==> src/rtl/arith_rr_sched_if.sv <==
// Request, arithmetic-unit and response bundle for arith_rr_sched; slave = scheduler, master = clients + unit.
interface arith_rr_sched_if #(
  parameter int N_REQ = 4,
  parameter int WIDTH = 32,
  parameter int ID_W  = $clog2(N_REQ)
);
  logic                     en;
  logic [N_REQ-1:0]         req_valid;
  logic [N_REQ-1:0]         req_ready;
  logic [N_REQ*WIDTH-1:0]   req_a;
  logic [N_REQ*WIDTH-1:0]   req_b;
  logic [N_REQ*2-1:0]       req_sel;
  logic [WIDTH-1:0]         alu_a;
  logic [WIDTH-1:0]         alu_b;
  logic [1:0]               alu_sel;
  logic [WIDTH-1:0]         alu_r;
  logic [N_REQ-1:0]         rsp_valid;
  logic [ID_W-1:0]          rsp_id;
  logic [WIDTH-1:0]         rsp_data;
  logic                     rsp_dbz;
  logic                     busy;

  modport slave (
    input  en, req_valid, req_a, req_b, req_sel, alu_r,
    output req_ready, alu_a, alu_b, alu_sel, rsp_valid, rsp_id, rsp_data, rsp_dbz, busy
  );

  modport master (
    output en, req_valid, req_a, req_b, req_sel, alu_r,
    input  req_ready, alu_a, alu_b, alu_sel, rsp_valid, rsp_id, rsp_data, rsp_dbz, busy
  );
endinterface

==> src/rtl/arith_rr_sched.sv <==
// Round-robin issue of N_REQ requesters onto one shared arithmetic unit; response LATENCY+2 cycles after grant.
// Grant is combinational (valid/ready); responses are never backpressured.
module arith_rr_sched #(
  parameter int N_REQ   = 4,
  parameter int WIDTH   = 32,
  parameter int LATENCY = 2,
  parameter int ID_W    = $clog2(N_REQ)
) (
  input  logic               clk,
  input  logic               rst,
  arith_rr_sched_if.slave    bus
);

  localparam int DEPTH = LATENCY + 1;

  logic [ID_W-1:0]   last_q, last_d;
  logic [N_REQ-1:0]  gnt;
  logic [ID_W-1:0]   gnt_idx;
  logic              gnt_any;

  logic [WIDTH-1:0]  sel_a, sel_b;
  logic [1:0]        sel_op;
  logic              sel_dbz;

  logic [WIDTH-1:0]  alu_a_q, alu_a_d;
  logic [WIDTH-1:0]  alu_b_q, alu_b_d;
  logic [1:0]        alu_sel_q, alu_sel_d;

  logic [DEPTH-1:0]  tag_vld_q;
  logic [DEPTH-1:0]  tag_dbz_q;
  logic [ID_W-1:0]   tag_id_q [DEPTH];

  logic [N_REQ-1:0]  rsp_valid_q, rsp_valid_d;
  logic [ID_W-1:0]   rsp_id_q, rsp_id_d;
  logic [WIDTH-1:0]  rsp_data_q, rsp_data_d;
  logic              rsp_dbz_q, rsp_dbz_d;

  // Search starts one past the last winner so every requester gets a turn within N_REQ issues.
  always_comb begin
    gnt     = '0;
    gnt_idx = '0;
    gnt_any = 1'b0;
    if (bus.en && !rst) begin
      for (int k = 1; k <= N_REQ; k++) begin
        if (!gnt_any && bus.req_valid[(int'(last_q) + k) % N_REQ]) begin
          gnt_any = 1'b1;
          gnt[(int'(last_q) + k) % N_REQ] = 1'b1;
          gnt_idx = ID_W'((int'(last_q) + k) % N_REQ);
        end
      end
    end
  end

  assign bus.req_ready = gnt;

  always_comb begin
    sel_a   = bus.req_a[int'(gnt_idx)*WIDTH +: WIDTH];
    sel_b   = bus.req_b[int'(gnt_idx)*WIDTH +: WIDTH];
    sel_op  = bus.req_sel[int'(gnt_idx)*2 +: 2];
    sel_dbz = (sel_op == 2'd3) && (sel_b == '0);

    alu_a_d   = gnt_any ? sel_a   : alu_a_q;
    alu_b_d   = gnt_any ? sel_b   : alu_b_q;
    alu_sel_d = gnt_any ? sel_op  : alu_sel_q;
    last_d    = gnt_any ? gnt_idx : last_q;
  end

  // The last tag stage lines up with alu_r; its payload is captured alongside the result.
  always_comb begin
    rsp_valid_d = '0;
    rsp_id_d    = rsp_id_q;
    rsp_data_d  = rsp_data_q;
    rsp_dbz_d   = rsp_dbz_q;
    if (tag_vld_q[DEPTH-1]) begin
      rsp_valid_d = N_REQ'(1) << tag_id_q[DEPTH-1];
      rsp_id_d    = tag_id_q[DEPTH-1];
      rsp_data_d  = bus.alu_r;
      rsp_dbz_d   = tag_dbz_q[DEPTH-1];
    end
  end

  always_ff @(posedge clk) begin
    if (rst) begin
      last_q      <= ID_W'(N_REQ - 1);
      alu_a_q     <= '0;
      alu_b_q     <= '0;
      alu_sel_q   <= '0;
      tag_vld_q   <= '0;
      tag_dbz_q   <= '0;
      for (int s = 0; s < DEPTH; s++) begin
        tag_id_q[s] <= '0;
      end
      rsp_valid_q <= '0;
      rsp_id_q    <= '0;
      rsp_data_q  <= '0;
      rsp_dbz_q   <= 1'b0;
    end else begin
      last_q      <= last_d;
      alu_a_q     <= alu_a_d;
      alu_b_q     <= alu_b_d;
      alu_sel_q   <= alu_sel_d;
      tag_vld_q   <= {tag_vld_q[DEPTH-2:0], gnt_any};
      tag_dbz_q   <= {tag_dbz_q[DEPTH-2:0], gnt_any & sel_dbz};
      tag_id_q[0] <= gnt_idx;
      for (int s = 1; s < DEPTH; s++) begin
        tag_id_q[s] <= tag_id_q[s-1];
      end
      rsp_valid_q <= rsp_valid_d;
      rsp_id_q    <= rsp_id_d;
      rsp_data_q  <= rsp_data_d;
      rsp_dbz_q   <= rsp_dbz_d;
    end
  end

  assign bus.alu_a     = alu_a_q;
  assign bus.alu_b     = alu_b_q;
  assign bus.alu_sel   = alu_sel_q;
  assign bus.rsp_valid = rsp_valid_q;
  assign bus.rsp_id    = rsp_id_q;
  assign bus.rsp_data  = rsp_data_q;
  assign bus.rsp_dbz   = rsp_dbz_q;
  assign bus.busy      = (|tag_vld_q) | (|rsp_valid_q);

endmodule

==> src/flat_wrapper.sv <==
// flat-port wrapper written by rule: the top's interface ports become plain ports
module arith_rr_sched_flat 
#(
  parameter int N_REQ   = 4,
  parameter int WIDTH   = 32,
  parameter int LATENCY = 2,
  parameter int ID_W    = $clog2(N_REQ)
)
  (clk, rst, bus_en, bus_req_valid, bus_req_a, bus_req_b, bus_req_sel, bus_alu_r, bus_req_ready, bus_alu_a, bus_alu_b, bus_alu_sel, bus_rsp_valid, bus_rsp_id, bus_rsp_data, bus_rsp_dbz, bus_busy);
  arith_rr_sched_if #(.N_REQ(N_REQ), .WIDTH(WIDTH), .ID_W(ID_W)) bus_i ();
  input  logic clk;
  input  logic rst;
  input wire logic [$bits(bus_i.en)-1:0] bus_en;
  input wire logic [$bits(bus_i.req_valid)-1:0] bus_req_valid;
  input wire logic [$bits(bus_i.req_a)-1:0] bus_req_a;
  input wire logic [$bits(bus_i.req_b)-1:0] bus_req_b;
  input wire logic [$bits(bus_i.req_sel)-1:0] bus_req_sel;
  input wire logic [$bits(bus_i.alu_r)-1:0] bus_alu_r;
  output wire logic [$bits(bus_i.req_ready)-1:0] bus_req_ready;
  output wire logic [$bits(bus_i.alu_a)-1:0] bus_alu_a;
  output wire logic [$bits(bus_i.alu_b)-1:0] bus_alu_b;
  output wire logic [$bits(bus_i.alu_sel)-1:0] bus_alu_sel;
  output wire logic [$bits(bus_i.rsp_valid)-1:0] bus_rsp_valid;
  output wire logic [$bits(bus_i.rsp_id)-1:0] bus_rsp_id;
  output wire logic [$bits(bus_i.rsp_data)-1:0] bus_rsp_data;
  output wire logic [$bits(bus_i.rsp_dbz)-1:0] bus_rsp_dbz;
  output wire logic [$bits(bus_i.busy)-1:0] bus_busy;
  assign bus_i.en = bus_en;
  assign bus_i.req_valid = bus_req_valid;
  assign bus_i.req_a = bus_req_a;
  assign bus_i.req_b = bus_req_b;
  assign bus_i.req_sel = bus_req_sel;
  assign bus_i.alu_r = bus_alu_r;
  assign bus_req_ready = bus_i.req_ready;
  assign bus_alu_a = bus_i.alu_a;
  assign bus_alu_b = bus_i.alu_b;
  assign bus_alu_sel = bus_i.alu_sel;
  assign bus_rsp_valid = bus_i.rsp_valid;
  assign bus_rsp_id = bus_i.rsp_id;
  assign bus_rsp_data = bus_i.rsp_data;
  assign bus_rsp_dbz = bus_i.rsp_dbz;
  assign bus_busy = bus_i.busy;
  arith_rr_sched #(.N_REQ(N_REQ), .WIDTH(WIDTH), .LATENCY(LATENCY), .ID_W(ID_W)) u_core (.clk(clk), .rst(rst), .bus(bus_i));
endmodule
==> config.mk <==
export PLATFORM = sky130hd
export DESIGN_NAME = arith_rr_sched_flat
export DESIGN_NICKNAME = d
export VERILOG_FILES = /design/src/rtl/arith_rr_sched_if.sv /design/src/rtl/arith_rr_sched.sv /design/src/flat_wrapper.sv
export SDC_FILE = /design/constraint.sdc
export NUM_CORES = 1
export LEC_CHECK = 0
export ABC_AREA = 1
export ABC_CLOCK_PERIOD_IN_PS = 3500
export CORE_AREA = 2 2 162 164
export DETAILED_ROUTE_END_ITERATION = 10
export DIE_AREA = 0 0 164 166
export SETUP_SLACK_MARGIN = 0.05
export SLEW_MARGIN = 20
export SYNTH_ARGS = -nofsm -noshare
export SYNTH_HDL_FRONTEND = slang
export SYNTH_SLANG_ARGS = --single-unit
==> constraint.sdc <==
create_clock -name clk -period 3.5 [get_ports clk]
set_input_delay 0.525 -clock clk [delete_from_list [all_inputs] [get_ports clk]]
set_output_delay 0.525 -clock clk [all_outputs]
set_load 0.05 [all_outputs]
==> summary.md, run 1 <==
| Metric | Value |
|---|---|
| Compound-Gate Fraction of Synth Area | 0.1596 |
| Mux contribution to synthesized area | 0.001490 |
| Yosys reg bits | roughly 120 |
| Dpl ws | about 0.36 ns |
| Synthesized area | about 0.0067 mm² |
| Post-cts sizing count | 0 |
| RSZ-0062 raised after global routing | no |
| Setup ws final | roughly 0.33 ns |
| First-pass GRT wire length | between 40 and 50 mm |
| Dpl cells | between 1500 and 2000 |
| Fraction of layout cells with a size suffix above 1 | 0.05813 |
| Area delta synth->final | 76.96% |
| Fin. max-slew vios | 0 |
| Post-Syn Area per Cell | approximately 6.4 µm² |
| Vias per cell | 4.513 |
| Distinct cells, synth | 36 |
| Initial Util | 0.2622 |
| Crit share post-route | 0.9049 |
| Port Buffers | 412 |
| Commonest non-fill, non-tap cell in the layout | clkdlybuf4s50_1 |
| Hold WS | 0.3992 ns |
| Drt total wl | between 20 and 30 mm |
| CTS buffer count | 17 |
| Yosys warns | 0 |
| Initial antenna violation count | 0 |
| Drt first pass iters | 5 |
| Tot GR Track Use | 0.2019 |
| Power Density | about 600 mW/mm² |
| ANT cells | 0 |
| Die width | approximately 160 µm |
| DIE HEIGHT | around 170 µm |
| Cells after Synth | about 1000 |
| Synth Area in XOR/XNOR | 0 |
| Clock Path Buffers | 2 |
| CORE AREA | approximately 0.026 mm² |
| Largest net degree at the start of global routing | 83 |
| Fmax | between 0.3 and 0.4 GHz |
| Die Footprint | around 0.027 mm² |
| Worst-path clk slew | ~0.050 ns |
| Slew @ Worst Pin | between 0.6 and 0.7 ns |
| DR iter-0 viols | 391 |
| Area post-placement | ~0.011 mm² |
| Final Instance Area | about 0.012 mm² |
| Hold buffer count at CTS | 0 |
| Overflow left after global routing | 0 |
| Clock Sinks | about 120 |
| Setup Fix Bufs, Post-CTS | 0 |
| Worst-Skew Late Latency | 0.42 ns |
| Largest family of logic cells by synthesized area | simple AND/OR/NAND/NOR gates |
| Setup TNS | 0 ns |
| Placer Congestion | between 0.8 and 0.9 |
| Max_slew headroom | 0.5379 |
| Fin crit period | 3.167 ns |
| TritonCTS clock tree | yes |
| Post-route antenna net violation count | 0 |
| Hold Crit Class | reg -> reg |
| Number of synthesized flops with an enable pin | 0 |
| Skew final | around 0.012 ns |
| Fin util | 0.4641 |
| Root Driver | clkbuf_16 |
| Critical Path Sink Type | output port |
| Row count | 59 |
| Ys async rst share | 0 |
| Drt wl/cell | approximately 16 µm |
| Htree depth | 4 |
| Syn Nets | roughly 1400 |
| Simple-gate share of the synthesized area | 0.3533 |
| Most frequent cells in the layout | clkdlybuf4s50_1, nand2_1, dfxtp_1 |
| Maxcap violations | 0 |
| Nets | around 1700 |
| Vias in the first global route | 7802 |
| Main synth FF type | dfxtp_1 |
| # IOs | about 410 |
| Worst VDD drop | 0.2879 mV |
| Crit start category | flop |
| Post-Layout Cell Count | roughly 1800 |
| Register area share after synthesis | 0.3546 |
| Final setup fails | 0 |
| Run status | finished clean |
| CP required | around 3 ns |
| Post-Synth Adder-Cell Area | 0.01490 |
| Worst-path maximum fanout | 7 |
| Final Hold Fails | 0 |
| Critical path type | reg -> out |
| Pwr Total | ~7.3 mW |
| Total number of vias | 8034 |
| Post-DP HPWL | 21.42 mm |
| Leak pwr | roughly 5.3 nW |
| WP data arrival | roughly 2.6 ns |
| DRC viols | 0 |
cells in the mapped netlist, types with 6 or more instances:
master	instances	area (µm²)
clkbuf_1	30	112.6
a22o_1	24	210.2
buf_4	6	45.04
a31o_1	10	87.58
ha_1	8	100.1
a31o_2	7	61.31
nand3_1	101	505.5
dfxtp_1	119	2382
inv_1	108	405.4
a21oi_1	22	110.1
o21ai_0	57	285.3
buf_2	22	110.1
nor2_1	107	401.6
buf_6	6	67.56
nand2_1	352	1321
nand2_2	6	37.54
a31oi_1	19	118.9
a32o_1	15	150.1
kinds of logic after synthesis:
family	count (synthesis)
flops	119
buf+inv	181
fa+ha+maj	8
simple gates	577
compound gates	161
mux	1
worst max-delay path, cell delays in order, from the launching register on:
cell	delay, ns
dfxtp_1	0.47
inv_1	0.10
ha_1	0.38
inv_1	0.11
nand2_2	0.10
nand2_4	0.09
nor2_8	0.16
nand3b_1	0.26
o21ai_0	0.25
nand2_1	0.07
inv_1	0.10
buf_12	0.14
power by group:
group	switching [mW]	leakage (nW)	internal (mW)	total [mW]
Combinational	2.26	4.01	1.35	3.61
Clock	0.668	0.311	1.27	1.94
Sequential	0.150	0.978	1.61	1.76
Total	3.08	5.29	4.23	7.31
worst paths after layout:
kind,from,to,slack (ns),cells past startpoint
setup reg to reg,u_core.last_q[1],u_core.tag_dbz_q[0],0.59,14
setup / recovery,u_core.last_q[1],bus_req_ready[2],0.33,11
hold reg to reg,u_core.tag_id_q[0][3],u_core.tag_id_q[0][5],0.40,2
hold / removal,u_core.tag_id_q[0][3],u_core.tag_id_q[0][5],0.40,2
state kept, by name, summed over array words and instances, names as in the netlist:
signal,cells
u_core.bus.alu_a,32
u_core.bus.alu_b,32
u_core.bus.rsp_data,32
u_core.tag_id_q,6
u_core.bus.rsp_valid,4
u_core.tag_dbz_q,3
u_core.tag_vld_q,3
u_core.bus.alu_sel,2
u_core.bus.rsp_id,2
u_core.last_q,2
u_core.bus.rsp_dbz,1
layout make-up:
type	count	area [µm²]
multi-input cells	747	3582
inverters	114	432.9
clock inverters	14	222.7
well taps	335	419.2
fillers	2633	13730
repair buffers	433	4419
clock buffers	18	429.2
flip-flops and latches	119	2382
routing by layer:
layer | part of all wire | track usage | vias to the layer above
li1 | - | - | 4123
met3 | 0.088 | 0.06543 | 42
met2 | 0.48 | 0.3460 | 309
met4 | 0.028 | 0.06941 | 0
met1 | 0.40 | 0.2351 | 3560
met5 | 0 | 0 | -
(Power assumes the default switching activity.)
==> run 2: changes to the inputs <==
--- a/config.mk
+++ b/config.mk
@@ -7,9 +7,10 @@
 export LEC_CHECK = 0
 export ABC_AREA = 1
 export ABC_CLOCK_PERIOD_IN_PS = 3500
-export CORE_AREA = 2 2 162 164
+export CORE_AREA = 5 5 156 158
 export DETAILED_ROUTE_END_ITERATION = 10
-export DIE_AREA = 0 0 164 166
+export DIE_AREA = 0 0 161 163
+export PLACE_DENSITY = 0.67
 export SETUP_SLACK_MARGIN = 0.05
 export SLEW_MARGIN = 20
 export SYNTH_ARGS = -nofsm -noshare
==> run 2 against run 1 <==
  * Fmax rose by 0.75%
  * Register-to-register slack got worse by 0.08 ns
  * Clock power fell by 11%
  * Critical path type unchanged
  * Die area decreased by 3.6%
  * Combinational power hardly changed
  * Clock skew down 0.0022 ns
  * Via count about the same
  * Sequential share of layout area grew 0.23 points
  * Count of clock-buffer cells in the layout unchanged
  * Critical endpoint is now bus_req_ready[1]
  * Sequential power barely moved
  * Largest power group unchanged
  * Wire length up 1.3%
  * Largest cell class unchanged
==> summary.md, run 2 (synthesized netlist as in run 1, its figures left out) <==
| Metric | Value |
|---|---|
| Run status | finished clean |
| Total number of vias | about 8000 |
| Vias in the first global route | 7928 |
| Critical path's most frequent cell | inv_1 |
| DR iter-0 viols | roughly 420 |
| Commonest non-fill, non-tap cell in the layout | clkdlybuf4s50_1 |
| DRC viols | 0 |
| Drt total wl | ~28 mm |
| Pint | 3.974 mW |
| Setup Fix Bufs, Post-CTS | 0 |
| CP required | roughly 3 ns |
| Filler Cell Count | 2273 |
| Post-DP HPWL | 22.08 mm |
| RSZ-0062 raised after global routing | no |
| Final Instance Area | roughly 0.012 mm² |
| Max_slew headroom | 0.5203 |
| TritonCTS clock tree | yes |
| # IOs | slightly above 400 |
| Fin util | 0.5114 |
| Port Buffers | about 410 |
| Htree depth | 4 |
| Initial antenna violation count | 0 |
| Critical Path Sink Type | output port |
| Post-route antenna net violation count | 0 |
| Clock Sinks | between 100 and 150 |
| RR Startpoint | u_core.last_q[1] |
| Area delta synth->final | 74.95% |
| WP data arrival | around 2.6 ns |
| Drt first pass iters | 5 |
| Worst VDD drop | approximately 0.27 mV |
| Largest net degree at the start of global routing | 77 |
| Skew final | about 0.01 ns |
| Setup TNS | 0 ns |
| Hold Crit Class | reg -> reg |
| Seq pwr share | 0.248 |
| Area post-placement | between 0.01 and 0.015 mm² |
| CORE AREA | 0.02298 mm² |
| Dpl cells | 1700 |
| Switch Pwr | about 3 mW |
| Initial Util | 0.2923 |
| Logic pwr share | 0.508 |
| Critical-path cell list | inv_2, ha_1, inv_1, nand2_2, nand2_4, nor2_8, nand3b_1, o21ai_0, nand2_1, inv_1, buf_12 |
| Multi-input gate area | ~0.0036 mm² |
| DIE HEIGHT | around 160 µm |
| CP Capture Point | bus_req_ready[1] |
| Crit share post-route | 0.8982 |
| Reg-to-reg setup timing slack | approximately 0.5 ns |
| Dpl ws | ~0.36 ns |
| Worst-Skew Late Latency | between 0.4 and 0.5 ns |
| Slowest stage cell, crit path | dfxtp_1 |
| Nets | roughly 1700 |
| Drt wl/cell | 16.39 µm |
| Fraction of layout cells with a size suffix above 1 | 0.05756 |
| Hold buffer count at CTS | 0 |
| Fmax | 0.3181 GHz |
| Clock power share | 0.243 |
| Root Driver | clkbuf_16 |
| Fin. max-slew vios | 0 |
| Slew @ Worst Pin | between 0.7 and 0.8 ns |
| Most frequent cells in the layout | clkdlybuf4s50_1, nand2_1, dfxtp_1 |
| Net Sw Frac | 0.4376 |
| Worst-path clk slew | around 0.06 ns |
| First-pass GRT wire length | between 40 and 50 mm |
| Maxcap violations | 0 |
| Clock Path Buffers | 2 |
| CTS buffer count | 17 |
| ANT cells | 0 |
| Setup ws final | between 0.3 and 0.4 ns |
| Max incr delay on CP | roughly 0.44 ns |
| Final setup fails | 0 |
| Worst-path maximum fanout | 9 |
| Row count | 56 |
| Die Footprint | between 0.02 and 0.03 mm² |
| Final Hold Fails | 0 |
| Vias per cell | 4.640 |
| Tot GR Track Use | 0.2074 |
| Leak pwr | around 5.2 nW |
| Post-Layout Cell Count | around 1700 |
| Worst r2r path cells | 19 |
| RR Endpoint | u_core.tag_dbz_q[0] |
| Fin crit period | 3.144 ns |
| Die width | approximately 160 µm |
| Critical path type | reg -> out |
| Register area | 0.002382 mm² |
| Power Density | between 600 and 700 mW/mm² |
| Crit path from | u_core.last_q[1] |
| Overflow left after global routing | 0 |
| Placer Congestion | just under 0.9 |
| Crit start category | flop |
-- run 2: cell types whose count changed in the layout (fill, tap and decap cells not counted), sizes merged --
| cell | before | now |
|---|---|---|
| inv | 114 | 117 |
| buf | 26 | 23 |
| bufinv | 5 | 1 |
| clkinv | 7 | 6 |
| clkinvlp | 2 | 4 |
-- run 2: layout make-up --
class,instances,area share
Tap cell,290,0.03087
Clock inverter,14,0.01224
Timing Repair Buffer,430,0.3752
Inverter,114,0.03684
Multi-Input combinational cell,747,0.3048
Clock buffer,18,0.03737
Sequential cell,119,0.2027
-- run 2: critical path, delay by kind of cell, from the launching register on --
kind	cells	cell delay [ns]
AOI/OAI and AO/OA	1	0.25
adders and majority gates	1	0.39
buffers and inverters	4	0.46
DFF	1	0.44
and+or+nand+nor	5	0.65
-- run 2: worst min-delay path by stage --
| stage | slack (ns) | to | startpoint | depth (start not counted) |
|---|---|---|---|---|
| final | 0.40 | u_core.tag_id_q[0][3] | u_core.tag_id_q[0][1] | 2 |
| after floorplan | 0.39 | u_core.tag_dbz_q[1] | u_core.tag_dbz_q[0] | 2 |
| after global routing | 0.43 | u_core.tag_id_q[0][5] | u_core.tag_id_q[0][3] | 2 |
| after CTS | 0.40 | u_core.tag_id_q[0][3] | u_core.tag_id_q[0][1] | 2 |
| after global placement | 0.39 | u_core.tag_id_q[0][3] | u_core.tag_id_q[0][1] | 2 |
| after detailed placement | 0.39 | u_core.tag_id_q[0][3] | u_core.tag_id_q[0][1] | 2 |
-- run 2: layer usage --
layer / part of all wire / wire length, µm / global-route usage / vias to the layer above
met4: 0.025 / 701 / 0.06669 / 0
met2: 0.50 / 14140 / 0.3613 / 301
met3: 0.088 / 2490 / 0.06986 / 39
li1: - / - / - / 4125
met5: 0 / 0 / 0 / -
met1: 0.39 / 11060 / 0.2407 / 3571
-- run 2: power groups by stage --
stage          Combinational, mW  Sequential [mW]  Clock [mW]
6_report                    3.59             1.75        1.72
5_1_grt                     3.90             1.78        1.83
4_1_cts                     3.63             1.75        1.77
3_5_place_dp                3.63             1.78           0
3_3_place_gp                3.61             1.77           0
2_1_floorplan               1.49             2.56           0
-- run 2: repair_timing --
action	in CTS	in global routing
hold endpoints to repair	0	0
endpoints found under the setup margin	0	3
resized for setup	0	1
-- run 2: through the flow --
step                      power (mW)  hold slack (ns)
after floorplan                4.053           0.3883
after global placement         5.381           0.3894
after detailed placement       5.402           0.3928
after CTS                      7.158           0.4014
after global routing           7.516           0.4315
final                          7.067           0.3997
